## config.mk

```make
export PLATFORM = sky130hd
export DESIGN_NAME = axil_write_snoop_multi
export DESIGN_NICKNAME = d
export VERILOG_FILES = /design/src/rtl/axil_snoop_pkg.sv /design/src/rtl/axil_snoop_match.sv /design/src/rtl/axil_write_snoop_multi.sv
export SDC_FILE = /design/constraint.sdc
export NUM_CORES = 1
export LEC_CHECK = 0
export CAP_MARGIN = 5
export CORE_MARGIN = 2
export CORE_UTILIZATION = 30
export CTS_CLUSTER_SIZE = 28
export DETAILED_ROUTE_END_ITERATION = 8
export PLACE_DENSITY = 0.58
export SYNTH_ARGS = -nofsm -noshare
export SYNTH_HDL_FRONTEND = slang
export SYNTH_SLANG_ARGS = --single-unit
```

## constraint.sdc

```tcl
create_clock -name aclk -period 3 [get_ports aclk]
set_input_delay 0.45 -clock aclk [delete_from_list [all_inputs] [get_ports aclk]]
set_output_delay 0.45 -clock aclk [all_outputs]
set_load 0.01 [all_outputs]
```

## src/rtl/axil_snoop_pkg.sv

```systemverilog
// Shared types, limits and helpers for the AXI4-Lite write snooper.
package axil_snoop_pkg;

  localparam int unsigned N_WATCH_MIN = 1;
  localparam int unsigned N_WATCH_MAX = 16;
  localparam int unsigned TIMEOUT_MIN = 1;
  localparam int unsigned TIMEOUT_MAX = 255;
  localparam int unsigned MAX_STRB_W  = 128;
  localparam int unsigned MAX_DATA_W  = MAX_STRB_W * 8;

  typedef enum logic [1:0] {
    IDLE    = 2'd0,
    HAVE_AW = 2'd1,
    HAVE_W  = 2'd2
  } pair_state_t;

  // Expand byte strobes to a per-bit mask; callers truncate to their data width.
  function automatic logic [MAX_DATA_W-1:0] strb_to_bits(input logic [MAX_STRB_W-1:0] strb);
    logic [MAX_DATA_W-1:0] bits;
    bits = '0;
    for (int i = 0; i < int'(MAX_STRB_W); i++) begin
      bits[i*8 +: 8] = {8{strb[i]}};
    end
    return bits;
  endfunction

endpackage

```

## src/rtl/axil_snoop_match.sv

```systemverilog
// One watch entry: address/value/mask comparator, hit pulse and saturating hit counter.
module axil_snoop_match
  import axil_snoop_pkg::*;
#(
  parameter int unsigned       ADDR_W     = 16,
  parameter int unsigned       DATA_W     = 32,
  parameter int unsigned       CNT_W      = 16,
  parameter logic [ADDR_W-1:0] WATCH_ADDR = '0,
  parameter logic [DATA_W-1:0] WATCH_MASK = DATA_W'(1),
  parameter logic [DATA_W-1:0] WATCH_VAL  = DATA_W'(1)
) (
  input  logic              aclk,
  input  logic              aresetn,
  input  logic              eval,
  input  logic [ADDR_W-1:0] addr,
  input  logic [DATA_W-1:0] data,
  input  logic [DATA_W-1:0] strb_bits,
  output logic              match_c,
  output logic              hit,
  output logic [CNT_W-1:0]  cnt
);

  // A masked byte that was not written can never satisfy the entry.
  assign match_c = eval
                && (addr == WATCH_ADDR)
                && (((data ^ WATCH_VAL) & WATCH_MASK & strb_bits) == '0)
                && ((WATCH_MASK & ~strb_bits) == '0);

  always_ff @(posedge aclk) begin
    if (!aresetn) begin
      hit <= 1'b0;
      cnt <= '0;
    end else begin
      hit <= match_c;
      if (hit && (cnt != '1)) begin
        cnt <= cnt + CNT_W'(1);
      end
    end
  end

endmodule

```

## src/rtl/axil_write_snoop_multi.sv

```systemverilog
// Zero-latency AXI4-Lite pass-through that pairs completed AW/W handshakes
// and flags writes matching any of N_WATCH programmable address/value/mask entries.
module axil_write_snoop_multi
  import axil_snoop_pkg::*;
#(
  parameter int unsigned               ADDR_W     = 16,
  parameter int unsigned               DATA_W     = 32,
  parameter int unsigned               N_WATCH    = 4,
  parameter logic [N_WATCH*ADDR_W-1:0] WATCH_ADDR = '0,
  parameter logic [N_WATCH*DATA_W-1:0] WATCH_MASK = {N_WATCH{DATA_W'(1)}},
  parameter logic [N_WATCH*DATA_W-1:0] WATCH_VAL  = {N_WATCH{DATA_W'(1)}},
  parameter int unsigned               TIMEOUT    = 7,
  parameter int unsigned               CNT_W      = 16
) (
  input  logic                      aclk,
  input  logic                      aresetn,
  input  logic [ADDR_W-1:0]         s0_awaddr,
  input  logic                      s0_awvalid,
  output logic                      s0_awready,
  input  logic [DATA_W-1:0]         s0_wdata,
  input  logic [DATA_W/8-1:0]       s0_wstrb,
  input  logic                      s0_wvalid,
  output logic                      s0_wready,
  output logic [1:0]                s0_bresp,
  output logic                      s0_bvalid,
  input  logic                      s0_bready,
  input  logic [ADDR_W-1:0]         s0_araddr,
  input  logic                      s0_arvalid,
  output logic                      s0_arready,
  output logic [DATA_W-1:0]         s0_rdata,
  output logic [1:0]                s0_rresp,
  output logic                      s0_rvalid,
  input  logic                      s0_rready,
  output logic [ADDR_W-1:0]         m0_awaddr,
  output logic                      m0_awvalid,
  input  logic                      m0_awready,
  output logic [DATA_W-1:0]         m0_wdata,
  output logic [DATA_W/8-1:0]       m0_wstrb,
  output logic                      m0_wvalid,
  input  logic                      m0_wready,
  input  logic [1:0]                m0_bresp,
  input  logic                      m0_bvalid,
  output logic                      m0_bready,
  output logic [ADDR_W-1:0]         m0_araddr,
  output logic                      m0_arvalid,
  input  logic                      m0_arready,
  input  logic [DATA_W-1:0]         m0_rdata,
  input  logic [1:0]                m0_rresp,
  input  logic                      m0_rvalid,
  output logic                      m0_rready,
  output logic [N_WATCH-1:0]        hit,
  output logic                      hit_any,
  output logic [N_WATCH*CNT_W-1:0]  hit_cnt,
  output logic                      timeout_pulse,
  output logic                      overflow
);

  localparam int unsigned STRB_W      = DATA_W / 8;
  localparam int unsigned WD_W        = $clog2(TIMEOUT_MAX + 1);
  localparam int unsigned TIMEOUT_EFF = (TIMEOUT < TIMEOUT_MIN) ? TIMEOUT_MIN :
                                        (TIMEOUT > TIMEOUT_MAX) ? TIMEOUT_MAX : TIMEOUT;

  if ((N_WATCH < N_WATCH_MIN) || (N_WATCH > N_WATCH_MAX) || ((DATA_W % 8) != 0)) begin : g_bad_param
    $error("axil_write_snoop_multi: N_WATCH or DATA_W out of range");
  end

  // Bus wiring: untouched by reset and never stalled.
  assign m0_awaddr  = s0_awaddr;
  assign m0_awvalid = s0_awvalid;
  assign s0_awready = m0_awready;
  assign m0_wdata   = s0_wdata;
  assign m0_wstrb   = s0_wstrb;
  assign m0_wvalid  = s0_wvalid;
  assign s0_wready  = m0_wready;
  assign s0_bresp   = m0_bresp;
  assign s0_bvalid  = m0_bvalid;
  assign m0_bready  = s0_bready;
  assign m0_araddr  = s0_araddr;
  assign m0_arvalid = s0_arvalid;
  assign s0_arready = m0_arready;
  assign s0_rdata   = m0_rdata;
  assign s0_rresp   = m0_rresp;
  assign s0_rvalid  = m0_rvalid;
  assign m0_rready  = s0_rready;

  logic              r1_aw, r1_w;
  logic [ADDR_W-1:0] r1_awaddr;
  logic [DATA_W-1:0] r1_wdata;
  logic [STRB_W-1:0] r1_wstrb;

  always_ff @(posedge aclk) begin
    if (!aresetn) begin
      r1_aw <= 1'b0;
      r1_w  <= 1'b0;
    end else begin
      r1_aw <= s0_awvalid & s0_awready;
      r1_w  <= s0_wvalid & s0_wready;
    end
  end

  always_ff @(posedge aclk) begin
    r1_awaddr <= s0_awaddr;
    r1_wdata  <= s0_wdata;
    r1_wstrb  <= s0_wstrb;
  end

  pair_state_t       state;
  logic [WD_W-1:0]   wd;
  logic [ADDR_W-1:0] hold_addr;
  logic [DATA_W-1:0] hold_data;
  logic [STRB_W-1:0] hold_strb;
  logic              pair_valid;
  logic [ADDR_W-1:0] pair_addr;
  logic [DATA_W-1:0] pair_data;
  logic [STRB_W-1:0] pair_strb;

  // Pairing FSM: the first half waits for its partner until the watchdog runs out;
  // a repeated half on the same channel is flagged and dropped.
  always_ff @(posedge aclk) begin
    if (!aresetn) begin
      state         <= IDLE;
      wd            <= '0;
      timeout_pulse <= 1'b0;
      overflow      <= 1'b0;
      pair_valid    <= 1'b0;
    end else begin
      timeout_pulse <= 1'b0;
      pair_valid    <= 1'b0;
      case (state)
        IDLE: begin
          if (r1_aw && r1_w) begin
            pair_valid <= 1'b1;
            pair_addr  <= r1_awaddr;
            pair_data  <= r1_wdata;
            pair_strb  <= r1_wstrb;
          end else if (r1_aw) begin
            hold_addr <= r1_awaddr;
            wd        <= WD_W'(TIMEOUT_EFF);
            state     <= HAVE_AW;
          end else if (r1_w) begin
            hold_data <= r1_wdata;
            hold_strb <= r1_wstrb;
            wd        <= WD_W'(TIMEOUT_EFF);
            state     <= HAVE_W;
          end
        end
        HAVE_AW: begin
          if (r1_aw) overflow <= 1'b1;
          if (r1_w) begin
            pair_valid <= 1'b1;
            pair_addr  <= hold_addr;
            pair_data  <= r1_wdata;
            pair_strb  <= r1_wstrb;
            wd         <= '0;
            state      <= IDLE;
          end else if (wd <= WD_W'(1)) begin
            timeout_pulse <= 1'b1;
            wd            <= '0;
            state         <= IDLE;
          end else begin
            wd <= wd - WD_W'(1);
          end
        end
        HAVE_W: begin
          if (r1_w) overflow <= 1'b1;
          if (r1_aw) begin
            pair_valid <= 1'b1;
            pair_addr  <= r1_awaddr;
            pair_data  <= hold_data;
            pair_strb  <= hold_strb;
            wd         <= '0;
            state      <= IDLE;
          end else if (wd <= WD_W'(1)) begin
            timeout_pulse <= 1'b1;
            wd            <= '0;
            state         <= IDLE;
          end else begin
            wd <= wd - WD_W'(1);
          end
        end
        default: begin
          wd    <= '0;
          state <= IDLE;
        end
      endcase
    end
  end

  logic [DATA_W-1:0]  strb_bits_c;
  logic [N_WATCH-1:0] match_c;

  assign strb_bits_c = DATA_W'(strb_to_bits(MAX_STRB_W'(pair_strb)));

  for (genvar i = 0; i < N_WATCH; i++) begin : g_watch
    axil_snoop_match #(
      .ADDR_W     (ADDR_W),
      .DATA_W     (DATA_W),
      .CNT_W      (CNT_W),
      .WATCH_ADDR (WATCH_ADDR[i*ADDR_W +: ADDR_W]),
      .WATCH_MASK (WATCH_MASK[i*DATA_W +: DATA_W]),
      .WATCH_VAL  (WATCH_VAL[i*DATA_W +: DATA_W])
    ) u_match (
      .aclk      (aclk),
      .aresetn   (aresetn),
      .eval      (pair_valid),
      .addr      (pair_addr),
      .data      (pair_data),
      .strb_bits (strb_bits_c),
      .match_c   (match_c[i]),
      .hit       (hit[i]),
      .cnt       (hit_cnt[i*CNT_W +: CNT_W])
    );
  end

  always_ff @(posedge aclk) begin
    if (!aresetn) hit_any <= 1'b0;
    else          hit_any <= |match_c;
  end

endmodule

```

==> flow_summary.yaml, run 1 <==
outcome:
  status: "complete, no violations"
place:
  gp_congestion: 0.771
  pre_cts_ws_ns: 1.03
  hpwl_mm: 9.37
  dp.cells: 956
  io_buffers: 116
synth:
  synth_ff_type: "dfxtp_1"
  syn_area_um2: 6690
  synth-seq-area-share_pct: 45.5
  synth_enable_flop_cells: 36
  synth.distinct_cells: 61
  syn_avg_cell_area_um2: 9.69
  synth_nets: 816
  synth_area_leaders: "dfxtp_1 (29%), edfxtp_1 (16%), buf_4 (13%)"
  synth_warnings: 0
  ys_ff_latch: 134
  yosysTopAreaCell: "dfxtp_1"
  syn_inst: 690
  synth_top_area_share_pct: 29.3
  async_flop_share_pct: 0
sta:
  grt_setup_unrepaired: "no"
  fin_ws_ns: 0.917
  setup_violations: 0
  fmax_mhz: 480
  fin_crit_ns: 2.08
  whs_ns: 0.432
  worst_pin_slew_ns: 0.741
  slew_headroom_pct: 50.2
  finalCritPeriodShare_pct: 69.4
  final_max_slew_viol_count: 0
  clock_skew_ns: 0.00950
  hold_viol_final: 0
  finalSetupTns_ns: 0
clock_tree:
  tritoncts: "done"
  root_buffer: "clkbuf_16"
  clkSinkCount: 134
  cts_made_buffers: 17
  clk_pin_slew_ns: 0.06
  post_cts_resized: 0
  clk_latency_ns: 0.41
  holdBufCountCts: 0
  postCtsSetupRepairBufs: 0
  htreeDepth: 4
  clockBufferDepth: 2
drt:
  wl_per_cell_um: 13.6
  dr_total_vias: 4818
  via_per_inst: 4.88
  totalWireLength_mm: 13.4
  drtPass1Iterations: 5
  drtIter0Drc: 169
  wl_met2_mm: 5.85
  route.detailed.drc: 0
  wl_met3_um: 686
  top_layer: "met4"
  drt-met1-wl_mm: 6.76
  ant_nets: 0
min_path:
  min_from: "r1_awaddr[10]"
  whs_path_depth: 0
  worstHoldPathType: "reg -> reg"
  min_to: "hold_addr[10]"
finish:
  layout_commonest_cell: "clkdlybuf4s50_1"
  area_growth_pct: 17.9
  num-fill-cells: 2181
  drive_gt1_share_pct: 9.46
  instances_no_fill: 988
  final_cell_mix: "clkdlybuf4s50_1 (115), dfxtp_1 (98), nand2_1 (56)"
  n_antenna_cell: 0
  fin_nets: 821
floorplan:
  die_h_um: 153
  core_um2: 21800
  design.portCount: 301
  die_w_um: 153
  rows: 54
  die_area_um2: 23500
  start_util_pct: 30.7
worst_setup_path:
  reg2regPathDepth: 4
  reg2reg_setup_slack_ns: 1.02
  cp_cell_sequence: "buf_4, clkdlybuf4s50_1"
  cp.buffers_inverters: 2
  required_ns: 2.55
  crit_arrival_ns: 1.63
  crit-reg2reg-launch: "wd[5]"
  crit_fanout: 34
  slowest_stage: "clkdlybuf4s50_1"
  worstSetupEndpointType: "primary output"
  path_depth: 2
  cpLargestDelayFamily: "buffers and inverters"
  crit_path_start_kind: "flip-flop"
  r2r_end: "state[1]"
  cp_slowest_stage_delay_ns: 0.60
  crit_type: "reg -> out"
power_and_ir_drop:
  power.total_w: 0.00430
  power_density_nw_per_um2: 546
  ir_drop_mv: 0.471
  leakage_nw: 2.67
flow_run:
  maxCapViolCount: 0
global_routing:
  grt-ovfl-total: 0
  track_usage_pct: 11.4
  antenna_found_initial: 0
  grt_pass1_wl_mm: 21.9
  grt_max_degree: 52
  grt_pass1_vias: 4378
per-stage QoR:
stage / util, % / instance area (um^2)
2_1_floorplan: - / 6690
3_3_place_gp: 33.4 / 7300
3_5_place_dp: 33.4 / 7300
4_1_cts: 36.1 / 7890
5_1_grt: 36.1 / 7890
6_report: 36.1 / 7890
final cells by class:
cell class | instances | area, um^2 | share of cell area (%)
tap | 280 | 350 | 4.44
timing repair buffer | 122 | 1200 | 15.2
inverter | 15 | 56.3 | 0.714
multi-input combinational | 405 | 2650 | 33.5
sequential | 134 | 3040 | 38.6
clock buffer | 17 | 425 | 5.39
clock inverter | 15 | 166 | 2.11
layer usage:
| metal | up-vias | track usage [%] |
|---|---|---|
| met5 | - | 0 |
| met3 | 16 | 3.71 |
| met2 | 134 | 16.9 |
| met1 | 2238 | 15.2 |
| li1 | 2430 | - |
| met4 | 0 | 4.45 |
worst max path at each step:
stage / slack, ns / to / startpoint
CTS: 0.88 / hit_any / g_watch[1].u_match.hit
global route: 0.75 / g_watch[2].u_match.cnt[11] / g_watch[1].u_match.hit
floorplan: 0.24 / pair_addr[0] / state[1]
global placement: 1.05 / state[0] / aresetn
finish: 0.92 / hit[3] / g_watch[1].u_match.hit
detailed placement: 1.03 / state[0] / aresetn
kinds of logic after synthesis:
group / Yosys count / share of synthesized area (%)
mux: 36 / 5.72
buf+inv: 151 / 15.1
flops: 134 / 45.5
simple gates: 250 / 20.7
fa+ha+maj: 10 / 1.87
xor+xnor: 6 / 0.786
compound gates: 103 / 10.3
state kept, by name, indices dropped and copies added, names as in the netlist, 2 cells and up:
name / count
g_watch.u_match.cnt: 64
hold_addr: 16
pair_addr: 16
r1_awaddr: 16
state: 2
wd: 8
power breakdown:
group / leakage (nW) / switching [W] / total (W) / internal (W)
sequential: 1.12 / 0.0000280 / 0.00193 / 0.00190
clock: 0.282 / 0.000841 / 0.00208 / 0.00124
combinational: 1.27 / 0.000144 / 0.000291 / 0.000147
cell usage after synthesis, types with 3 or more instances:
| cell type | count |
|---|---|
| buf_4 | 118 |
| dfxtp_1 | 98 |
| nand2_1 | 56 |
| a21oi_1 | 36 |
| edfxtp_1 | 36 |
| nand3_1 | 31 |
| nor2_1 | 28 |
| nor3_1 | 21 |
| mux2_2 | 18 |
| mux2i_1 | 18 |
| nand4_1 | 17 |
| clkbuf_1 | 15 |
| inv_1 | 14 |
| nand2b_1 | 14 |
| and3_1 | 13 |
| nor4_1 | 12 |
| o21ai_0 | 11 |
| ha_1 | 10 |
| or3_1 | 10 |
| o31ai_1 | 9 |
| or4_1 | 9 |
| and4_1 | 8 |
| a31oi_1 | 7 |
| o21ai_1 | 6 |
| xnor2_1 | 6 |
| nor2b_1 | 5 |
| and2_1 | 4 |
| o211a_1 | 4 |
| o211ai_1 | 4 |
| a211oi_1 | 3 |
| nor3b_1 | 3 |
| nor4b_1 | 3 |
| o2bb2ai_1 | 3 |
| or4_4 | 3 |
No activity file was read; power rests on OpenSTA's default activity.
==> run 2: changes to the inputs <==
--- a/config.mk
+++ b/config.mk
@@ -10,7 +10,7 @@
 export CORE_UTILIZATION = 30
 export CTS_CLUSTER_SIZE = 28
 export DETAILED_ROUTE_END_ITERATION = 8
-export PLACE_DENSITY = 0.58
+export PLACE_DENSITY = 0.6
 export SYNTH_ARGS = -nofsm -noshare
 export SYNTH_HDL_FRONTEND = slang
 export SYNTH_SLANG_ARGS = --single-unit
==> constraint.sdc (replaced) <==
create_clock -name aclk -period 1.7 [get_ports aclk]
set_input_delay 0.255 -clock aclk [delete_from_list [all_inputs] [get_ports aclk]]
set_output_delay 0.255 -clock aclk [all_outputs]
set_load 0.01 [all_outputs]
==> flow_summary.yaml, run 2 (synthesis gave the netlist of run 1 again) <==
sta:
  clock_skew_ns: 0.0112
  fmax_mhz: 542
  worst_pin_slew_ns: 0.525
  grt_setup_unrepaired: "yes"
  finalCritPeriodShare_pct: 109
  final_max_slew_viol_count: 0
  slew_headroom_pct: 64.7
  setup_violations: 11
  fin_ws_ns: -0.145
  fin_crit_ns: 1.84
  hold_viol_final: 0
  whs_ns: 0.225
worst_setup_path:
  crit_type: "reg -> reg"
  worstSetupEndpointType: "flip-flop"
  slowest_stage: "or4_4"
  crit_fanout: 7
  required_ns: 1.99
  crit_arrival_ns: 2.14
  path_common_cell: "or4_4"
  reg2reg_setup_slack_ns: -0.14
  cp_slowest_stage_delay_ns: 0.53
  cp_cell_sequence: "or4_4, or4_4, a32oi_4, nor2_1"
  cpLargestDelayFamily: "simple AND/OR/NAND/NOR gates"
  cp.buffers_inverters: 0
  crit_path_start_kind: "flip-flop"
drt:
  route.detailed.drc: 0
  wl_met2_mm: 6.72
  ant_nets: 0
  drt-met1-wl_mm: 7.26
  drtPass1Iterations: 5
  wl_met3_um: 774
  via_per_inst: 4.85
  top_layer: "met4"
  wl_per_cell_um: 13.8
  totalWireLength_mm: 14.9
  drtIter0Drc: 338
  dr_total_vias: 5232
clock_tree:
  cts_made_buffers: 17
  clk_pin_slew_ns: 0.06
  root_buffer: "clkbuf_16"
  htreeDepth: 4
  tritoncts: "done"
  clk_latency_ns: 0.42
  clockBufferDepth: 2
  holdBufCountCts: 0
  clkSinkCount: 134
finish:
  area_growth_pct: 31.1
  final_util_pct: 40.2
  drive_gt1_share_pct: 25.9
  largest-register: "g_watch.u_match.cnt"
  layout_commonest_cell: "buf_4"
  largest_register_ff_count: 64
  n_antenna_cell: 0
  num-fill-cells: 2160
  fin_nets: 912
  final_cell_mix: "buf_4 (92), dfxtp_1 (71), clkdlybuf4s50_1 (70)"
place:
  io_buffers: 116
  gp_congestion: 0.784
  hpwl_mm: 10.6
global_routing:
  grt_pass1_wl_mm: 24.5
  grt-ovfl-total: 0
  track_usage_pct: 12.7
  grt_pass1_vias: 4910
  antenna_found_initial: 0
  grt_max_degree: 25
floorplan:
  start_util_pct: 30.7
  die_h_um: 153
  rows: 54
  die_w_um: 153
  design.portCount: 301
  die_area_um2: 23500
  core_um2: 21800
outcome:
  failed_checks: "negative setup slack"
  status: "complete, but fails checks"
power_and_ir_drop:
  power_density_nw_per_um2: 858
  leakage_nw: 3.69
  ir_drop_mv: 0.574
min_path:
  worstHoldPathType: "in -> reg"
flow_run:
  maxCapViolCount: 0
run 2: cell types whose count changed in the layout (fill, tap and decap cells not counted), moves of 4 or more:
cell,previous run,this run
dfxtp_1,98,71
dlymetal6s2s_1,0,22
dfxtp_2,0,22
dfxtp_4,0,5
dlygate4sd2_1,0,21
ha_1,10,6
buf_4,6,92
clkdlybuf4s50_1,115,70
run 2: what timing repair did:
item / 4_1_cts / 5_1_grt
setup buffers: 2 / 11
hold endpoints to repair: 0 / 0
pin swaps: 4 / 14
resized for setup: 29 / 48
endpoints found under the setup margin: 37 / 53
run 2: path summary, 6_finish.rpt:
check	start	endpoint	depth (start not counted)
setup reg to reg	wd[6]	wd[6]	4
hold reg to reg	r1_awaddr[13]	hold_addr[13]	0
hold / removal	aresetn	pair_valid	3
setup / recovery	wd[6]	wd[6]	4
run 2: area by class of cell:
cell class / count / area [um^2] / area share (%)
Multi-Input combinational cell: 405 / 2750 / 31.4
Clock inverter: 15 / 134 / 1.53
Tap cell: 280 / 350 / 4.00
Timing Repair Buffer: 213 / 1960 / 22.3
Clock buffer: 17 / 425 / 4.85
Sequential cell: 134 / 3090 / 35.2
Inverter: 15 / 56.3 / 0.642
run 2: routing by layer:
metal | GRT usage [%] | vias up
li1 | - | 2604
met1 | 16.6 | 2445
met2 | 20.1 | 161
met3 | 3.71 | 22
met4 | 4.14 | 0
met5 | 0 | -
run 2: worst register-to-register path, delay by kind of cell, from the launching register on:
family | cells | cell delay (ns)
AOI/OAI and AO/OA | 1 | 0.33
and+or+nand+nor | 3 | 1.08
DFF | 1 | 0.32
run 2: stage by stage:
step | setup TNS [ns] | instance area (um^2) | setup WS (ns) | std cells | total power, W
2_1_floorplan | -1.70 | 6800 | -0.0945 | 690 | 0.00406
6_report | -1.12 | 8770 | -0.145 | 1079 | 0.00752
3_5_place_dp | -1.33 | 8000 | -0.165 | 1034 | 0.00406
4_1_cts | -1.30 | 8560 | -0.160 | 1068 | 0.00761
3_3_place_gp | -1.04 | 8000 | -0.130 | 1034 | 0.00406
5_1_grt | -1.87 | 8770 | -0.211 | 1079 | 0.00781
run 2: power breakdown:
part           switching, W  internal [W]  total [W]
registers         0.0000423       0.00335    0.00339
clock network       0.00158       0.00193    0.00351
logic              0.000287      0.000337   0.000623
==> run 3: changes to the inputs <==
--- a/config.mk
+++ b/config.mk
@@ -11,6 +11,7 @@
 export CTS_CLUSTER_SIZE = 28
 export DETAILED_ROUTE_END_ITERATION = 8
 export PLACE_DENSITY = 0.6
+export SLEW_MARGIN = 20
 export SYNTH_ARGS = -nofsm -noshare
 export SYNTH_HDL_FRONTEND = slang
 export SYNTH_SLANG_ARGS = --single-unit
==> results of run 3 <==
The final DEF is identical to that of run 2; final timing and power are the same.
